<file path="src/rtl/uart_cmd_loader_pkg.sv">
// -----------------------------------------------------------------------------
// uart_cmd_pkg
// Shared types for the UART command loader: opcode encoding taken from the
// low three bits of a header byte, and the loader state encoding.
// Optional feature macro: UART_CMD_CHECKSUM_EN adds the CHECK state.
// -----------------------------------------------------------------------------
package uart_cmd_pkg;

   localparam int OPCODE_W = 3;

   typedef enum logic [OPCODE_W-1:0] {
      OP_INVALID = 3'd0,
      OP_WRITE_A = 3'd1,
      OP_WRITE_B = 3'd2,
      OP_SUM     = 3'd3,
      OP_AVG     = 3'd4,
      OP_EUC     = 3'd5,
      OP_MAN     = 3'd6,
      OP_READ    = 3'd7
   } opcode_e;

`ifdef UART_CMD_CHECKSUM_EN
   typedef enum logic [1:0] {
      IDLE   = 2'd0,
      LOAD_A = 2'd1,
      LOAD_B = 2'd2,
      CHECK  = 2'd3
   } state_e;
`else
   typedef enum logic [1:0] {
      IDLE   = 2'd0,
      LOAD_A = 2'd1,
      LOAD_B = 2'd2
   } state_e;
`endif

endpackage

</file>
<file path="src/rtl/uart_cmd_loader_rx_gap_timer.sv">
// -----------------------------------------------------------------------------
// rx_gap_timer
// Counts idle cycles between received bytes while enabled. Asserts expired for
// one cycle when the count reaches TIMEOUT_CYCLES-1 without a clear. A clear in
// the same cycle suppresses expiry, so an arriving byte always wins.
// Ports:
//   clk      in   system clock
//   reset_n  in   asynchronous active-low reset
//   enable   in   count while high; counter held at 0 while low
//   clear    in   restart the count (a byte was received)
//   expired  out  timeout pulse
// -----------------------------------------------------------------------------
module rx_gap_timer #(
   parameter int TIMEOUT_CYCLES = 10_000_000
) (
   input  logic clk,
   input  logic reset_n,
   input  logic enable,
   input  logic clear,
   output logic expired
);

   localparam int CNT_W = (TIMEOUT_CYCLES > 1) ? $clog2(TIMEOUT_CYCLES) : 1;
   localparam logic [CNT_W-1:0] LAST = CNT_W'(TIMEOUT_CYCLES - 1);

   logic [CNT_W-1:0] count;

   assign expired = enable && !clear && (count == LAST);

   always_ff @(posedge clk or negedge reset_n) begin
      if (!reset_n) begin
         count <= '0;
      end else if (clear || !enable || expired) begin
         count <= '0;
      end else begin
         count <= count + 1'b1;
      end
   end

endmodule

</file>
<file path="src/rtl/uart_cmd_loader.sv">
// -----------------------------------------------------------------------------
// uart_cmd_loader
// Decodes one-byte command headers from the UART receiver. WRITE_A / WRITE_B
// stream N_ELEMS payload bytes into vector memory A or B; opcodes 3..7 are
// forwarded to the processing core as a single-cycle request. A load aborts
// with err_flag if the gap between payload bytes reaches TIMEOUT_CYCLES.
// Optional feature macro: UART_CMD_CHECKSUM_EN -- after the payload, one more
// byte must equal the XOR of all payload bytes before load_done is given.
// Ports:
//   clk, reset_n          clock, asynchronous active-low reset
//   rx_data, rx_ready     received byte and its single-cycle strobe
//   core_busy             core cannot accept a compute command
//   wr_en_a, wr_en_b      write strobes for vector memories A and B
//   wr_addr, wr_data      element address and value
//   cmd_valid, cmd_op     single-cycle compute request and its opcode
//   load_done             pulse after a completed load
//   err_flag              sticky error, cleared by the next accepted command
//   loading               high while in LOAD_A or LOAD_B
// -----------------------------------------------------------------------------
module uart_cmd_loader
   import uart_cmd_pkg::*;
#(
   parameter int N_ELEMS        = 1024,
   parameter int ADDR_W         = $clog2(N_ELEMS),
   parameter int TIMEOUT_CYCLES = 10_000_000
) (
   input  logic                clk,
   input  logic                reset_n,
   input  logic [7:0]          rx_data,
   input  logic                rx_ready,
   input  logic                core_busy,
   output logic                wr_en_a,
   output logic                wr_en_b,
   output logic [ADDR_W-1:0]   wr_addr,
   output logic [7:0]          wr_data,
   output logic                cmd_valid,
   output logic [OPCODE_W-1:0] cmd_op,
   output logic                load_done,
   output logic                err_flag,
   output logic                loading
);

   localparam logic [ADDR_W-1:0] LAST_IDX = ADDR_W'(N_ELEMS - 1);

   state_e            state;
   logic [ADDR_W-1:0] elem_cnt;
   logic              done_pend;   // delays load_done one cycle behind the final write
   logic              timed_out;
   opcode_e           rx_op;
`ifdef UART_CMD_CHECKSUM_EN
   logic [7:0]        xsum;
`endif

   assign rx_op = opcode_e'(rx_data[OPCODE_W-1:0]);

   rx_gap_timer #(
      .TIMEOUT_CYCLES (TIMEOUT_CYCLES)
   ) u_gap_timer (
      .clk     (clk),
      .reset_n (reset_n),
      .enable  (state != IDLE),
      .clear   (rx_ready),
      .expired (timed_out)
   );

   always_ff @(posedge clk or negedge reset_n) begin
      if (!reset_n) begin
         state     <= IDLE;
         elem_cnt  <= '0;
         done_pend <= 1'b0;
         wr_en_a   <= 1'b0;
         wr_en_b   <= 1'b0;
         wr_addr   <= '0;
         wr_data   <= '0;
         cmd_valid <= 1'b0;
         cmd_op    <= '0;
         load_done <= 1'b0;
         err_flag  <= 1'b0;
         loading   <= 1'b0;
`ifdef UART_CMD_CHECKSUM_EN
         xsum      <= '0;
`endif
      end else begin
         // strobes default low; load_done trails the final write by one cycle
         wr_en_a   <= 1'b0;
         wr_en_b   <= 1'b0;
         cmd_valid <= 1'b0;
         load_done <= done_pend;
         done_pend <= 1'b0;

         case (state)
            IDLE: begin
               if (rx_ready) begin
                  case (rx_op)
                     OP_INVALID: err_flag <= 1'b1;
                     OP_WRITE_A, OP_WRITE_B: begin
                        state    <= (rx_op == OP_WRITE_A) ? LOAD_A : LOAD_B;
                        elem_cnt <= '0;
                        err_flag <= 1'b0;
                        loading  <= 1'b1;
`ifdef UART_CMD_CHECKSUM_EN
                        xsum     <= '0;
`endif
                     end
                     default: begin
                        if (core_busy) begin
                           err_flag <= 1'b1;
                        end else begin
                           cmd_valid <= 1'b1;
                           cmd_op    <= rx_data[OPCODE_W-1:0];
                           err_flag  <= 1'b0;
                        end
                     end
                  endcase
               end
            end

            LOAD_A, LOAD_B: begin
               // every byte here is payload, whatever it looks like
               if (rx_ready) begin
                  wr_en_a  <= (state == LOAD_A);
                  wr_en_b  <= (state == LOAD_B);
                  wr_addr  <= elem_cnt;
                  wr_data  <= rx_data;
                  elem_cnt <= elem_cnt + 1'b1;
`ifdef UART_CMD_CHECKSUM_EN
                  xsum     <= xsum ^ rx_data;
`endif
                  if (elem_cnt == LAST_IDX) begin
                     loading <= 1'b0;
`ifdef UART_CMD_CHECKSUM_EN
                     state   <= CHECK;
`else
                     state     <= IDLE;
                     done_pend <= 1'b1;
`endif
                  end
               end else if (timed_out) begin
                  err_flag <= 1'b1;
                  loading  <= 1'b0;
                  state    <= IDLE;
               end
            end

`ifdef UART_CMD_CHECKSUM_EN
            CHECK: begin
               if (rx_ready) begin
                  state <= IDLE;
                  if (rx_data == xsum) begin
                     load_done <= 1'b1;
                  end else begin
                     err_flag <= 1'b1;
                  end
               end else if (timed_out) begin
                  err_flag <= 1'b1;
                  state    <= IDLE;
               end
            end
`endif

            default: begin
               state   <= IDLE;
               loading <= 1'b0;
            end
         endcase
      end
   end

endmodule

</file>
<file path="config.mk">
export PLATFORM = sky130hd
export DESIGN_NAME = uart_cmd_loader
export DESIGN_NICKNAME = d
export VERILOG_FILES = /design/src/rtl/uart_cmd_loader_pkg.sv /design/src/rtl/uart_cmd_loader_rx_gap_timer.sv /design/src/rtl/uart_cmd_loader.sv
export SDC_FILE = /design/constraint.sdc
export NUM_CORES = 1
export LEC_CHECK = 0
export BUFFER_PORTS_ARGS = -buffer_cell sky130_fd_sc_hd__buf_2
export CAP_MARGIN = 20
export CORE_MARGIN = 10
export CORE_UTILIZATION = 40
export CTS_BUF_LIST = sky130_fd_sc_hd__clkbuf_4 sky130_fd_sc_hd__clkbuf_8
export DETAILED_ROUTE_END_ITERATION = 8
export PLACE_DENSITY = 0.67
export SETUP_SLACK_MARGIN = 0.05
export SLEW_MARGIN = 10
export SYNTH_ARGS = -nofsm -noshare
export SYNTH_HDL_FRONTEND = slang
export SYNTH_SLANG_ARGS = --single-unit
</file>
<file path="constraint.sdc">
create_clock -name clk -period 1.84 [get_ports clk]
set_input_delay 0.368 -clock clk [delete_from_list [all_inputs] [get_ports clk]]
set_output_delay 0.368 -clock clk [all_outputs]
set_load 0.02 [all_outputs]
</file>
-- Word-level counts from Yosys, hierarchy flattened
Cells that the tools add are included.
W data, S select, Z words.
- $add $sub $neg: 2
- equal/unequal tests: 13
- multiplexer cells: 35
- bitwise operators: 2
- reductions and logical operators: 18
- operators by type and width (operator ; number):
    $mux W10 ; 3
    $add A24 B1 Y24 const B ; 1
    $eq A24 B24 Y1 const B ; 1
    $mux W24 ; 1
    $mux W1 ; 20
    $pmux W10 S2 ; 1
    $reduce_and A4 Y1 ; 4
    $mux W2 ; 6
    $add A10 B1 Y10 const B ; 1
    $eq A10 B10 Y1 const B ; 1
    $ne A2 B2 Y1 const B ; 3
    $pmux W1 S2 ; 3
    $ne A2 B1 Y1 const B ; 2
    $pmux W2 S2 ; 1
    $reduce_bool A2 Y1 ; 2
    $reduce_or A2 Y1 ; 2
    $eq A3 B1 Y1 const B ; 1
    $eq A3 B2 Y1 const B ; 1
    $logic_not A3 Y1 ; 1
    $ne A3 B2 Y1 const B ; 1
    $ne A3 B3 Y1 const B ; 1
    $reduce_or A3 Y1 ; 1
    $eq A2 B1 Y1 const B ; 1
    $eq A2 B2 Y1 const B ; 1
    other kinds (6) ; 10
- flip-flop bits (word level): 64
- bits of input ports: 12
- output and inout port bits: 27
- word-level logic and storage cells: 83

-- Longest topological paths before layout
- depth in word-level cells: 6
- depth in mapped cells: 7
- depth with buffers taken out: 6

-- Modules after synthesis
From an unflattened synthesis, not the netlist that was laid out.
- cell total of the unflattened synthesis: 274
- area, all modules: 2994.1 µm²
- modules (own cells, without submodules) (module ; instances ; cells each ; area each (µm²) ; sequential area each (µm²)):
    uart_cmd_loader ; 1 ; 144 ; 1752.9 ; 1001.0
    rx_gap_timer ; 1 ; 130 ; 1241.2 ; 600.6

-- Worst setup path before layout
No wires, ideal clock.
- path kind: flip-flop to flip-flop
- from: reg state[0]
- to: reg elem_cnt[7]
- setup time: 78 ps
- arrival: 1786 ps
- required time: 1762 ps
- setup slack: -24 ps
- cell stages (with the launch flop): 7
- path buffers: 1
- clock period less this slack: 1864 ps
- cell sequence: dfrtp_1 inv_1 ha_1 clkbuf_1 o32a_1 or4_1 a21oi_1
- word-level cells in the longest chain between the ends: 4
- elaborated cells between the ends (all ways): 10
- classes of those cells: eq/ne: 5; mux: 1; reduce/logical: 4
- RTL lines (what ; line ; text):
    start: declaration ; uart_cmd_loader.sv:45 ; state_e state;
    start signal: assignment ; uart_cmd_loader.sv:97 ; state <= (rx_op == OP_WRITE_A) ? LOAD_A : LOAD_B;
    $eq A2 B1 Y1 / $eq A2 B2 Y1 (equally long branches) ; uart_cmd_loader.sv:91 ; case (state)
    $reduce_or A2 Y1 ; uart_cmd_loader.sv:91 ;
    $ne A2 B2 Y1 (no line) / $reduce_bool A2 Y1 (equally long branches) ; -- ;
    $reduce_and A4 Y1 (no line) ; -- ;
    end signal: assignment ; uart_cmd_loader.sv:125 ; elem_cnt <= elem_cnt + 1'b1;
    end: declaration ; uart_cmd_loader.sv:46 ; logic [ADDR_W-1:0] elem_cnt;
Parallel ways exist; a longest one is shown, timed or not.
A chain may end at the register's enable or synchronous reset.

-- Worst setup path after layout
Ends and elaborated chain as after synthesis.

==> metrics <==
Adder-Cell Fraction of Synth Area 0.02048; Async SR Flop Fraction 1.000; Area Overhead vs Synth 29.20%; Worst Hold Class input pin to async pin; RSZ-0062 raised after global routing true; Die ar. about 12000 µm²; Fmax between 500 and 600 MHz; Core Util, Final 0.5385; TritonCTS Buffers 9; area of the core 7331 µm²; Register Area ~1600 µm²; Rel. slew slack 0.6984; Cell Area, Synth a little over 3000 µm²; Worst R2R End elem_cnt[7]; Setup crit start state[0]; R2R setup slack 0.01 ns; critical path type flop to flop; CTS tree yes; Critical Path End Type flop; gr ovfl total 0; MaxCap Viol Count 0; power density over the cells 1322 nW/µm²; share of layout cells above drive strength 1 0.3767; Most used DFF post-synth dfrtp_1; # IOs 39; vias 2564; Slew @ Worst Pin between 0.4 and 0.5 ns; Post-Synth Simple-Gate Area 0.1937; # DRC 0; DR vias/cell around 5.5; multi-input logic area between 1000 and 1500 µm²; Unique masters post-synth 50; Arr. time, crit path around 2.1 ns; sequential fraction of the synthesis area 0.5242; mux contribution to synthesized area 0.07658; # H-tree levels 3; Sink Count 64; hpwl dp between 4000 and 5000 µm; DRT iter0 DRCs 144; CP endpoint elem_cnt[7]; final layout net count between 300 and 400; min cycle time layout around 1.8 ns; Worst Skew roughly 0.0091 ns; Post-Synthesis Cells 283; Worst EP required 2.12 ns; die extent in x around 110 µm; compound-gate portion of the synthesized area 0.1204; number of synthesized flops with an enable pin 0; reg-to-reg startpoint state[0]; initial antenna violation count 0; Fill cells about 640; Syn Area/Cell roughly 11 µm²; DIE HEIGHT around 110 µm; commonest cells after routing, fill and taps aside dfrtp_1, buf_2, buf_4; CTS max path bufs 2; row count 31; peak supply drop roughly 0.0008 V; first-pass GRT wire length around 12000 µm; ant diodes 0; largest net degree at the start of global routing 65; DR pass1 iterations 4; RePlAce Congestion 0.8709; combinational family with the most area after synthesis simple AND/OR/NAND/NOR gates; Total GRT Usage 0.1233; Yosys warning total 0; vias in the first global route 2433; Syn Nets 300; Clock Latency Late Sink around 0.35 ns; status completed; Hold Violations, Final 0; Routed Antenna Nets 0; wire length per cell between 15 and 20 µm; Period Utilization, post-route 0.9947; Initial Util 0.4168; crit start category flop; Place WS -0.07484 ns; min setup slack post-route 0.009824 ns; Final Max Slew Viols 0; Root Buffer clkbuf_8; worst reg-to-reg path cell count 6; Leak 1.722 nW; xor/xnor share of the synthesized area 0.03726; clock-pin transition on the worst setup and hold timing paths 0.08 ns; most common cell after layout, fill and taps aside dfrtp_1; synthesized flop and latch total between 60 and 70; drt total wl just over 7000 µm; crit-path max FO 6; I/O Buffers 38; number of hold buffers added after cts 0; Final setup viols 0
[cell usage after synthesis (all sizes together), types with 2 or more instances]
cell	number	area share
nor2	17	0.021
dfrtp	64	0.52
nor3b	3	0.0074
and4	3	0.0090
nor3	5	0.0082
buf	2	0.0053
a31oi	2	0.0041
clkbuf	8	0.0098
ha	5	0.020
a21oi	20	0.034
xor2	3	0.0086
mux2	19	0.070
nand4	5	0.010
nand2	19	0.023
o21ai	15	0.025
xnor2	10	0.029
or3	9	0.021
and3	5	0.010
mux2i	2	0.0066
o31ai	12	0.029
inv	10	0.012
nand3	11	0.024
nor4	4	0.0082
or4	12	0.031
[repair_timing]
action | 4_1_cts | 5_1_grt
gates cloned | 1 | 1
resized for setup | 6 | 11
endpoints found under the setup margin | 10 | 32
pin swaps | 2 | 7
setup buffers | 4 | 7
[stage by stage]
| stage | setup TNS, ns | hold WS (ns) | area [µm²] | cells | power [mW] |
|---|---|---|---|---|---|
| final | 0 | 0.01820 | 3948 | 468 | 5.219 |
| after global routing | -0.2136 | 0.04628 | 3948 | 468 | 5.550 |
| after CTS | 0 | 0.03653 | 3857 | 460 | 5.169 |
| after detailed placement | -0.2362 | 0.3427 | 3578 | 439 | 3.807 |
| after global placement | -0.006238 | 0.3375 | 3578 | 439 | 3.763 |
| after floorplan | 0 | 0.07241 | 3069 | 283 | 3.065 |
[routing by layer]
layer | vias up | GRT usage | wire length, µm
li1 | 1216 | - | -
met4 | 0 | 0.05439 | 124
met1 | 1275 | 0.1550 | 3225
met2 | 61 | 0.1898 | 3313
met5 | - | 0 | 0
met3 | 12 | 0.03892 | 436
[flip-flops by register name, summed over array words and instances, names as in the netlist]
signal,count
loading,1
elem_cnt,10
load_done,1
cmd_op,3
wr_en_b,1
u_gap_timer.count,24
wr_en_a,1
state,2
err_flag,1
wr_data,8
cmd_valid,1
done_pend,1
wr_addr,10
[power breakdown]
group	switching (mW)	total [mW]	internal, mW
combinational	1.10	2.02	0.921
sequential	0.210	1.95	1.74
clock	0.578	1.24	0.666
total	1.89	5.22	3.33
[area by class of cell]
cell class | count | share of cell area
clock buffers | 10 | 0.03487
clock inverters | 6 | 0.01743
inverters | 10 | 0.009509
multi-input cells | 201 | 0.3699
flip-flops and latches | 64 | 0.4063
well taps | 99 | 0.03138
repair buffers | 78 | 0.1306
[cell families after synthesis]
logic type | count (synthesis)
multiplexers | 21
buffers and inverters | 20
AND/OR/NAND/NOR | 101
AO/OA/AOI/OAI | 59
XOR/XNOR | 13
flip-flops | 64
adder cells (fa/ha/maj) | 5
[how the worst min path moves through the flow]
stage / to / slack, ns / depth (start not counted)
3_5_place_dp: load_done / 0.34 / 0
6_report: u_gap_timer.count[11] / 0.02 / 2
5_1_grt: u_gap_timer.count[11] / 0.05 / 2
4_1_cts: wr_data[1] / 0.04 / 2
2_1_floorplan: cmd_op[0] / 0.07 / 0
3_3_place_gp: load_done / 0.34 / 0
[worst max-delay path, cell delays in order, from the launching register on]
cell and delay (ns):
dfrtp_1 0.40, inv_2 0.09, ha_4 0.17, nand3b_1 0.21, o32a_4 0.29, or4_4 0.49
a21oi_2 0.13
Power figures use the tool's default switching activity.
